$ cat src/rtl/screen_pkg.sv
// Shared types and constants for the screen sequencer.
//   state_e         : mode FSM states (static / auto / step)
//   rgb_t           : 30-bit RGB triple, 10 bits per channel
//   palette_entry_t : foreground + background triple for one screen
//   PALETTE         : per-screen colours, indexed by SCREEN_IDX
//   STATIC_ENTRY    : fixed colours shown while sequencing is disabled
package screen_pkg;

    typedef enum logic [1:0] {
        StStatic,
        StAuto,
        StStep
    } state_e;

    typedef struct packed {
        logic [9:0] r;
        logic [9:0] g;
        logic [9:0] b;
    } rgb_t;

    typedef struct packed {
        rgb_t fg;
        rgb_t bg;
    } palette_entry_t;

    localparam palette_entry_t PALETTE [4] = '{
        '{fg: '{r: 10'd1000, g: 10'd0,    b: 10'd0},
          bg: '{r: 10'd0,    g: 10'd0,    b: 10'd0}},
        '{fg: '{r: 10'd1000, g: 10'd1000, b: 10'd1000},
          bg: '{r: 10'd0,    g: 10'd0,    b: 10'd1000}},
        '{fg: '{r: 10'd1000, g: 10'd0,    b: 10'd750},
          bg: '{r: 10'd1000, g: 10'd750,  b: 10'd0}},
        '{fg: '{r: 10'd0,    g: 10'd1000, b: 10'd0},
          bg: '{r: 10'd0,    g: 10'd0,    b: 10'd0}}
    };

    localparam palette_entry_t STATIC_ENTRY = PALETTE[2];

    function automatic palette_entry_t swap_entry(palette_entry_t e);
        palette_entry_t s;
        s.fg = e.bg;
        s.bg = e.fg;
        return s;
    endfunction

endpackage

$ cat src/rtl/screen_sequencer_if.sv
// Bundle of the sequencer's switch/button/tick inputs and colour outputs.
//   slave  : the sequencer side (switches and tick in, colours out)
//   master : the driving side (switches and tick out, colours in)
interface screen_sequencer_if;
    logic       SW15;
    logic       SW16;
    logic       SW17;
    logic       KEY0;
    logic       FRAME_TICK;
    logic [9:0] RO;
    logic [9:0] GO;
    logic [9:0] BO;
    logic [9:0] RO1;
    logic [9:0] GO1;
    logic [9:0] BO1;
    logic [1:0] SCREEN_IDX;
    logic       COLOR_VALID;

    modport slave (
        input  SW15, SW16, SW17, KEY0, FRAME_TICK,
        output RO, GO, BO, RO1, GO1, BO1, SCREEN_IDX, COLOR_VALID
    );

    modport master (
        output SW15, SW16, SW17, KEY0, FRAME_TICK,
        input  RO, GO, BO, RO1, GO1, BO1, SCREEN_IDX, COLOR_VALID
    );
endinterface

$ cat src/rtl/sync2.sv
// Two-flop synchronizer for one asynchronous input.
//   clk, rst : clock and synchronous active-high reset
//   d        : asynchronous input
//   q        : synchronized output; both flops reset to RESET_VAL
module sync2 #(
    parameter bit RESET_VAL = 1'b0
) (
    input  logic clk,
    input  logic rst,
    input  logic d,
    output logic q
);
    logic meta_q;

    always_ff @(posedge clk) begin
        if (rst) begin
            meta_q <= RESET_VAL;
            q      <= RESET_VAL;
        end else begin
            meta_q <= d;
            q      <= meta_q;
        end
    end
endmodule

$ cat src/rtl/screen_sequencer.sv
// Cycles a 4-entry colour palette across screens, advancing automatically every
// DWELL_FRAMES frames or on a button press, with fg/bg swap and a fixed static palette.
//   CLOCK_50, RESET : clock and synchronous active-high reset
//   bus (slave)     : SW15/SW16/SW17/KEY0 async controls, FRAME_TICK, registered
//                     fg (RO/GO/BO) and bg (RO1/GO1/BO1) colours, SCREEN_IDX, COLOR_VALID
import screen_pkg::*;

module screen_sequencer #(
    parameter int unsigned DWELL_FRAMES = 60
) (
    input logic               CLOCK_50,
    input logic               RESET,
    screen_sequencer_if.slave bus
);
    localparam logic [9:0] LAST_FRAME = 10'(DWELL_FRAMES - 1);

    logic           sw15_s, sw16_s, sw17_s, key_s;
    logic           key_prev_q, key_fall;
    state_e         state_q, state_d;
    logic [9:0]     cnt_q, cnt_d;
    logic           pend_q, pend_d;
    logic [1:0]     idx_q, idx_d;
    palette_entry_t colour_q, colour_d;
    logic           valid_q;

    sync2 #(.RESET_VAL(1'b0)) u_sync_sw15 (.clk(CLOCK_50), .rst(RESET), .d(bus.SW15), .q(sw15_s));
    sync2 #(.RESET_VAL(1'b0)) u_sync_sw16 (.clk(CLOCK_50), .rst(RESET), .d(bus.SW16), .q(sw16_s));
    sync2 #(.RESET_VAL(1'b0)) u_sync_sw17 (.clk(CLOCK_50), .rst(RESET), .d(bus.SW17), .q(sw17_s));
    sync2 #(.RESET_VAL(1'b1)) u_sync_key0 (.clk(CLOCK_50), .rst(RESET), .d(bus.KEY0), .q(key_s));

    // KEY0 is active-low, so a press is a 1 -> 0 transition.
    assign key_fall = key_prev_q & ~key_s;

    always_ff @(posedge CLOCK_50) begin
        if (RESET) begin
            state_q <= StStatic;
        end else begin
            state_q <= state_d;
        end
    end

    // Mode only changes on a frame tick.
    always_comb begin
        state_d = state_q;
        if (bus.FRAME_TICK) begin
            if (!sw15_s) begin
                state_d = StStatic;
            end else if (sw16_s) begin
                state_d = StAuto;
            end else begin
                state_d = StStep;
            end
        end
    end

    // Counter/index act on the mode held up to this tick; colours show the mode after it.
    always_comb begin
        cnt_d  = cnt_q;
        idx_d  = idx_q;
        pend_d = pend_q | key_fall;
        if (bus.FRAME_TICK) begin
            pend_d = 1'b0;
            cnt_d  = '0;
            case (state_q)
                StAuto: begin
                    if (cnt_q != LAST_FRAME) begin
                        cnt_d = cnt_q + 10'd1;
                    end else begin
                        idx_d = idx_q + 2'd1;
                    end
                end
                StStep: begin
                    // A press detected on the tick itself counts for this tick.
                    if (pend_q || key_fall) begin
                        idx_d = idx_q + 2'd1;
                    end
                end
                default: ;
            endcase
        end

        if (state_d == StStatic) begin
            colour_d = STATIC_ENTRY;
        end else if (sw17_s) begin
            colour_d = swap_entry(PALETTE[idx_d]);
        end else begin
            colour_d = PALETTE[idx_d];
        end
    end

    always_ff @(posedge CLOCK_50) begin
        if (RESET) begin
            cnt_q      <= '0;
            idx_q      <= '0;
            pend_q     <= 1'b0;
            key_prev_q <= 1'b1;
            colour_q   <= '0;
            valid_q    <= 1'b0;
        end else begin
            cnt_q      <= cnt_d;
            idx_q      <= idx_d;
            pend_q     <= pend_d;
            key_prev_q <= key_s;
            if (bus.FRAME_TICK) begin
                colour_q <= colour_d;
                valid_q  <= 1'b1;
            end
        end
    end

    assign bus.RO          = colour_q.fg.r;
    assign bus.GO          = colour_q.fg.g;
    assign bus.BO          = colour_q.fg.b;
    assign bus.RO1         = colour_q.bg.r;
    assign bus.GO1         = colour_q.bg.g;
    assign bus.BO1         = colour_q.bg.b;
    assign bus.SCREEN_IDX  = idx_q;
    assign bus.COLOR_VALID = valid_q;
endmodule
$ cat src/flat_wrapper.sv
// flat-port wrapper written by rule: the top's interface ports become plain ports
module screen_sequencer_flat 
#(
    parameter int unsigned DWELL_FRAMES = 60
)
  (CLOCK_50, RESET, bus_SW15, bus_SW16, bus_SW17, bus_KEY0, bus_FRAME_TICK, bus_RO, bus_GO, bus_BO, bus_RO1, bus_GO1, bus_BO1, bus_SCREEN_IDX, bus_COLOR_VALID);
  screen_sequencer_if bus_i ();
  input logic CLOCK_50;
  input logic RESET;
  input wire logic [$bits(bus_i.SW15)-1:0] bus_SW15;
  input wire logic [$bits(bus_i.SW16)-1:0] bus_SW16;
  input wire logic [$bits(bus_i.SW17)-1:0] bus_SW17;
  input wire logic [$bits(bus_i.KEY0)-1:0] bus_KEY0;
  input wire logic [$bits(bus_i.FRAME_TICK)-1:0] bus_FRAME_TICK;
  output wire logic [$bits(bus_i.RO)-1:0] bus_RO;
  output wire logic [$bits(bus_i.GO)-1:0] bus_GO;
  output wire logic [$bits(bus_i.BO)-1:0] bus_BO;
  output wire logic [$bits(bus_i.RO1)-1:0] bus_RO1;
  output wire logic [$bits(bus_i.GO1)-1:0] bus_GO1;
  output wire logic [$bits(bus_i.BO1)-1:0] bus_BO1;
  output wire logic [$bits(bus_i.SCREEN_IDX)-1:0] bus_SCREEN_IDX;
  output wire logic [$bits(bus_i.COLOR_VALID)-1:0] bus_COLOR_VALID;
  assign bus_i.SW15 = bus_SW15;
  assign bus_i.SW16 = bus_SW16;
  assign bus_i.SW17 = bus_SW17;
  assign bus_i.KEY0 = bus_KEY0;
  assign bus_i.FRAME_TICK = bus_FRAME_TICK;
  assign bus_RO = bus_i.RO;
  assign bus_GO = bus_i.GO;
  assign bus_BO = bus_i.BO;
  assign bus_RO1 = bus_i.RO1;
  assign bus_GO1 = bus_i.GO1;
  assign bus_BO1 = bus_i.BO1;
  assign bus_SCREEN_IDX = bus_i.SCREEN_IDX;
  assign bus_COLOR_VALID = bus_i.COLOR_VALID;
  screen_sequencer #(.DWELL_FRAMES(DWELL_FRAMES)) u_core (.CLOCK_50(CLOCK_50), .RESET(RESET), .bus(bus_i));
endmodule
$ cat config.mk
export PLATFORM = sky130hd
export DESIGN_NAME = screen_sequencer_flat
export DESIGN_NICKNAME = d
export VERILOG_FILES = /design/src/rtl/screen_pkg.sv /design/src/rtl/screen_sequencer_if.sv /design/src/rtl/sync2.sv /design/src/rtl/screen_sequencer.sv /design/src/flat_wrapper.sv
export SDC_FILE = /design/constraint.sdc
export NUM_CORES = 1
export LEC_CHECK = 0
export ABC_AREA = 1
export CAP_MARGIN = 20
export CORE_UTILIZATION = 41
export CTS_CLUSTER_SIZE = 8
export DETAILED_ROUTE_END_ITERATION = 7
export GPL_ROUTABILITY_DRIVEN = 0
export PLACE_DENSITY = 0.76
export SETUP_SLACK_MARGIN = 0.05
export SKIP_LAST_GASP = 1
export SLEW_MARGIN = 40
export SYNTH_ARGS = -nofsm -noshare
export SYNTH_HDL_FRONTEND = slang
export SYNTH_SLANG_ARGS = --single-unit
$ cat constraint.sdc
create_clock -name CLOCK_50 -period 1.8 [get_ports CLOCK_50]
set_input_delay 0.36 -clock CLOCK_50 [delete_from_list [all_inputs] [get_ports CLOCK_50]]
set_output_delay 0.36 -clock CLOCK_50 [all_outputs]
set_load 0.02 [all_outputs]
### After elaboration in Yosys (flattened, before gate mapping)

Index checks and enable logic that the tools add are counted.
W data, S select, Z words.

* reductions and logical operators: 3
* mux-type cells: 14
* eq/ne operators: 3
* multiply operators: 0
* magnitude comparators: 1
* add/subtract/negate cells: 2
* div/mod/pow operators: 0
* shifts and indexed selects: 0
* bitwise logic cells: 4

Operators by type and width (number)
* $mux W60: 4
* $bmux W60 S2: 1
* $mux W10: 2
* $mux W2: 6
* $add A10 B1 Y10 const B: 1
* $ne A10 B6 Y1 const B: 1
* $pmux W2 S2: 1
* $ge A3 B3 Y1 const B: 1
* $not A2 Y3: 1
* $add A2 B1 Y2 const B: 1
* $eq A2 B1 Y1 const B: 1
* $eq A2 B2 Y1 const B: 1
* $logic_not A2 Y1: 1
* $reduce_or A2 Y1: 1
* $and A1 B1 Y1: 1
* $logic_or A1 B1 Y1: 1
* $not A1 Y1: 1
* $or A1 B1 Y1: 1

* register bits after elaboration: 85
* word-level logic and storage cells: 47
* latch bits: 0
* output and inout bits: 63
* memory bits (read-only): 0
* memory bits (writable): 0
* memories: 0

### Logic depth before layout (Yosys ltp)

* depth in word-level cells: 12
* gate-level depth with buffers: 15

### Cells and area by module

Synthesis repeated with hierarchy kept, for this count alone.

* cells, all modules: 263
* area, all modules: 1940.6 µm²

By module, submodules not included
* screen_sequencer: cells an instance 238, sequential area each 560.5 µm², times used 1, area an instance 1716.6 µm²
* sync2 at u_core.u_sync_sw15 ...: cells an instance 6, sequential area each 40.0 µm², times used 3, area an instance 55.1 µm²
* sync2 at u_core.u_sync_key0: cells an instance 7, sequential area each 40.0 µm², times used 1, area an instance 58.8 µm²

### Worst setup path after synthesis

OpenSTA, ideal clock, no wires.

* path kind: register -> register
* start point: register u_core.state_q[0]
* end point: register u_core.colour_q (netlist bit u_core.bus.BO1[7])
* stages on the path, launching flop included: 15
* buffers on the path: 0
* arrival: 1.836 ns
* library setup time: 0.070 ns
* path slack: -0.106 ns
* required time: 1.730 ns
* path through: dfxtp_1 -> inv_1 -> ha_1 -> inv_1 -> nand2_4 -> nor2_2 -> nand2_2 -> nand3_1 -> nand2_2 -> nand2_4 -> inv_1 -> ha_1 -> nor3_1 -> a21oi_1 -> a21oi_1

* word-level cells in the longest chain between the ends: 9
* elaborated cells on any way between the ends: 12
* those cells by class: eq/ne (2); mux (8); bitwise (1); reduce/logical (1)

Ends and longest elaborated chain
* from (decl): line screen_sequencer.sv:19 `state_e state_q, state_d;`
* from (signal assigned): line screen_sequencer.sv:36 `state_q <= StStatic;`
* from (signal assigned): line screen_sequencer.sv:38 `state_q <= state_d;`
* $eq A2 B2 Y1 or $eq A2 B1 Y1 (tied branches): line screen_sequencer.sv:64 `case (state_q)`
* $pmux W2 S2 *: line screen_sequencer.sv:64
* $mux W2 *: line screen_sequencer.sv:61 `if (bus.FRAME_TICK) begin`
* net u_core.idx_d[0]: line screen_sequencer.sv:22 `logic [1:0] idx_q, idx_d;`
* $not A2 Y3 (implied by the code) *: line screen_sequencer.sv:85, screen_sequencer.sv:87
* $bmux W60 S2 *: line screen_sequencer.sv:85, screen_sequencer.sv:87
* $mux W60 (implied by the code) * (2 in a row): line screen_sequencer.sv:85, screen_sequencer.sv:87
* $mux W60 *: line screen_sequencer.sv:84 `end else if (sw17_s) begin`
* $mux W60 *: line screen_sequencer.sv:82 `if (state_d == StStatic) begin`
* to (signal assigned): line screen_sequencer.sv:105 `colour_q <= colour_d;`
* to (decl): line screen_sequencer.sv:23 `palette_entry_t colour_q, colour_d;`

Mark *: on every way through the listed nets, which the timed path passes. The rest lies on a longest branch. The select of a mux whose other input is x is not followed.
A chain may end at the register's enable or synchronous reset.

### Worst setup path in the final report

* start point: register u_core.state_q[0]
* end point: register u_core.colour_q (netlist bit u_core.bus.GO[7])

Same word-level chain as after synthesis.

==> results.tsv <==
metric	value	unit
vias	1663	
violated checks	setup timing	
Clk network pwr share	40.6	%
main combinational cell family by area after synthesis	simple AND/OR/NAND/NOR gates	
Final Hold Fails	0	
IO Count	70	
clock slew seen by the registers of the worst setup and hold paths	0.07	ns
main flop type after synthesis	dfxtp_1	
total chip power	0.001905	W
status	finished with violations	
Final Instance Area	2756	um^2
Gate Count Post-Synth	270	
DR WL/cell	10.11	um
H-tree Lvls	2	
Critical Path RT	2.03	ns
remaining antenna violation count after routing	0	
endpoints failing setup	4	
Yosys Warn Count	0	
RSZ-0062 raised after global routing	true	
Gate power share	15.4	%
Final WS setup	-0.05443	ns
Critical Path AT	2.08	ns
HPWL after detailed placement	2912	um
critical path launch point type	register	
CP max stage cell	dfxtp_2	
#FFs+latches synth	36	
post-synthesis sequential area ratio	35.58	%
Switching Share	24.87	%
TritonCTS clock tree	yes	
compound-cell area share of the yosys netlist	5.991	%
Inserted Clock Buffers	5	
Initial Util	42.89	%
worst r2r src	u_core.state_q[0]$_SDFF_PP0_	
Slew Viols, Final	0	
area of placed instances	2529	um^2
Root Driver	clkbuf_8	
Net Switching	0.0004738	W
crit path cell chain	inv_2 -> ha_4 -> inv_2 -> nand2_4 -> nor2_4 -> nand2_2 -> nand2_1 -> nand2_1 -> nor2_4 -> nor2_4 -> ha_4 -> inv_4 -> nor3_4 -> a21oi_1 -> a21oi_1	
Crit path top cell by count	nor2_4	
hold_sp	u_core.u_sync_sw17.meta_q$_SDFF_PP0_	
Simple-Gate Fraction of Synth Area	26.87	%
total core area	4723	um^2
antenna cells	0	
worst hold path class	reg -> reg	
Max Cap Violations	0	
DIE WIDTH	72.29	um
clk buf depth	2	
min cycle time layout	1.854	ns
CTS Sinks	36	
crit path launch	u_core.state_q[0]$_SDFF_PP0_	
internal power	0.001431	W
# DRC	0	
Power Density	691.1	nW/um^2
Port Buffer Count	53	
maximum clock frequency	539.2	MHz
sequential power share	43.9	%
mux cell area share after synthesis	0	%
Syn Area/Cell	7.503	um^2
Post-Route Setup TNS	-0.1587	ns
Syn Std Cell Area	2026	um^2
EDFF count, synth	0	
crit-path leading delay family	simple AND/OR/NAND/NOR gates	
gr usage total	15.45	%
Crit Path Max Fanout	4	
initial antenna violation count	0	
final WL	3902	um
DRT iter0 DRCs	69	
via count of the first global-routing pass	1510	
layout net count	330	
Adder-Cell Fraction of Synth Area	3.088	%
CP max stage delay	0.33	ns
router iterations before antenna repair	4	
die area	5226	um^2
share of cells above drive strength 1	24.45	%
Clock Latency Late Sink	0.29	ns
global-route wire length before repair	6299	um
Fin Clk Skew	0.005514	ns
XOR/XNOR Fraction of Synth Area	2.162	%
Worst IR Drop VDD	0.0003997	V
die height	72.29	um
Area growth syn-to-layout	36.07	%
Buffers & Inverters on Critical Path	3	
CP Capture Type	register	
Distinct cells, synth	34	
num rows	25	
Crit Path Category	reg -> reg	
leakage	1.343	nW
FFs w/ async S/R, synth	0	%
Final Cycle Share	103.0	%
gr ovfl total	0	
largest net degree at the start of global routing	19	
drt via density	4.308	
==> power by group through the flow <==
stage	Combinational (W)	Clock [W]	Sequential (W)
after floorplan	0.000220	0	0.000867
after global placement	0.000289	0	0.000854
after detailed placement	0.000293	0	0.000856
after CTS	0.000295	0.000787	0.000838
after global routing	0.000316	0.000812	0.000840
final	0.000294	0.000774	0.000837
==> worst min-delay path, stage by stage (launching register included) <==
cell     delay, ns
dfxtp_1       0.30
inv_1         0.04
nor2_1        0.03
==> cells by family (layout without fill, tap and decap cells) <==
| family | Yosys count | count (layout) |
|---|---|---|
| xor gates and xnor gates | 5 | 5 |
| other | 1 | 16 |
| adders and majority gates | 5 | 5 |
| and+or+nand+nor | 113 | 113 |
| AOI/OAI and AO/OA | 20 | 20 |
| DFF | 36 | 36 |
| buffers and inverters | 90 | 124 |
==> stage by stage <==
step	hold slack (ns)	utilization, %	setup WS, ns	instances
4_1_cts	0.4067	56.72	-0.01238	385
6_report	0.4034	58.36	-0.05443	386
5_1_grt	0.4212	58.36	-0.1846	386
3_5_place_dp	0.3955	53.54	-0.3547	376
3_3_place_gp	0.3899	53.54	-0.3203	376
2_1_floorplan	0.3883	-	0.01747	285
==> path summary, 6_finish.rpt <==
path                                                   endpoint  slack [ns]  cells after the start
worst max-delay path              u_core.bus.GO[7]$_SDFFE_PP0P_       -0.05                     15
worst min-delay path            u_core.u_sync_sw17.q$_SDFF_PP0_        0.40                      2
worst max register to register    u_core.bus.GO[7]$_SDFFE_PP0P_       -0.05                     15
worst min register to register  u_core.u_sync_sw17.q$_SDFF_PP0_        0.40                      2
==> synth_stat cells, types with 2 or more instances <==
cell type | n | area [um^2]
clkbuf_1 | 2 | 7.510
buf_4 | 49 | 367.9
inv_2 | 4 | 15.01
nand2_2 | 8 | 50.05
nand4_1 | 2 | 12.51
dfxtp_1 | 36 | 720.7
a21oi_1 | 8 | 40.04
nor3_1 | 5 | 25.02
nor2_2 | 4 | 25.02
xor2_1 | 4 | 35.03
o21ai_0 | 3 | 15.01
nand2_1 | 41 | 153.9
ha_1 | 5 | 62.56
o22ai_1 | 2 | 12.51
or2_2 | 2 | 12.51
inv_1 | 32 | 120.1
nand3_1 | 13 | 65.06
nor2_4 | 3 | 33.78
nand2_4 | 2 | 22.52
nor2_1 | 31 | 116.4
==> flip-flops by register name (all words and copies together), names as in the netlist, 2 cells and up <==
signal,count
u_core.bus.GO,2
u_core.state_q,2
u_core.cnt_q,10
u_core.bus.GO1,3
u_core.bus.SCREEN_IDX,2
u_core.bus.BO1,3
==> final cells by class <==
type                    count  area [um^2]
inverters                  37        141.4
clock inverters             1        30.03
repair buffers             79        758.2
fillers                   429         1967
multi-input cells         159        922.1
clock buffers               7        96.34
well taps                  67        83.83
flip-flops and latches     36        724.4
==> what timing repair did <==
item / in CTS / in global routing
pin swaps: 7 / 11
resized for setup: 6 / 23
setup buffers: 1 / 1
setup endpoints to repair: 7 / 35
hold buffers: 0 / 0
==> layer usage <==
metal,wire [um],up-vias,track usage (%)
li1,-,863,-
met1,1669,737,18.16
met2,1947,59,27.00
met3,232,4,3.889
met4,52,0,5.882
met5,0,-,0
==> placed cells by master, fill, tap and decap left out, types with 2 or more instances in the layout <==
cell type / Yosys / routed
dfxtp_1: 36 / 33
nor2_2: 4 / 3
o22ai_1: 2 / 2
o21ai_2: 1 / 2
nand2_2: 8 / 9
buf_4: 49 / 26
conb_1: 1 / 16
nand3_1: 13 / 10
ha_4: 0 / 3
a21oi_1: 8 / 8
nor3_2: 1 / 2
nor2_4: 3 / 5
nand4_1: 2 / 2
dfxtp_2: 0 / 3
dlymetal6s2s_1: 0 / 13
o21ai_1: 1 / 2
nand2_4: 2 / 2
nor3_1: 5 / 3
inv_2: 4 / 6
clkbuf_8: 0 / 7
nand3_2: 0 / 3
or2_2: 2 / 2
clkdlybuf4s50_1: 0 / 40
nor2_1: 31 / 30
xor2_1: 4 / 4
nand2_1: 41 / 40
inv_1: 32 / 29
Power figures use the tool's default switching activity.
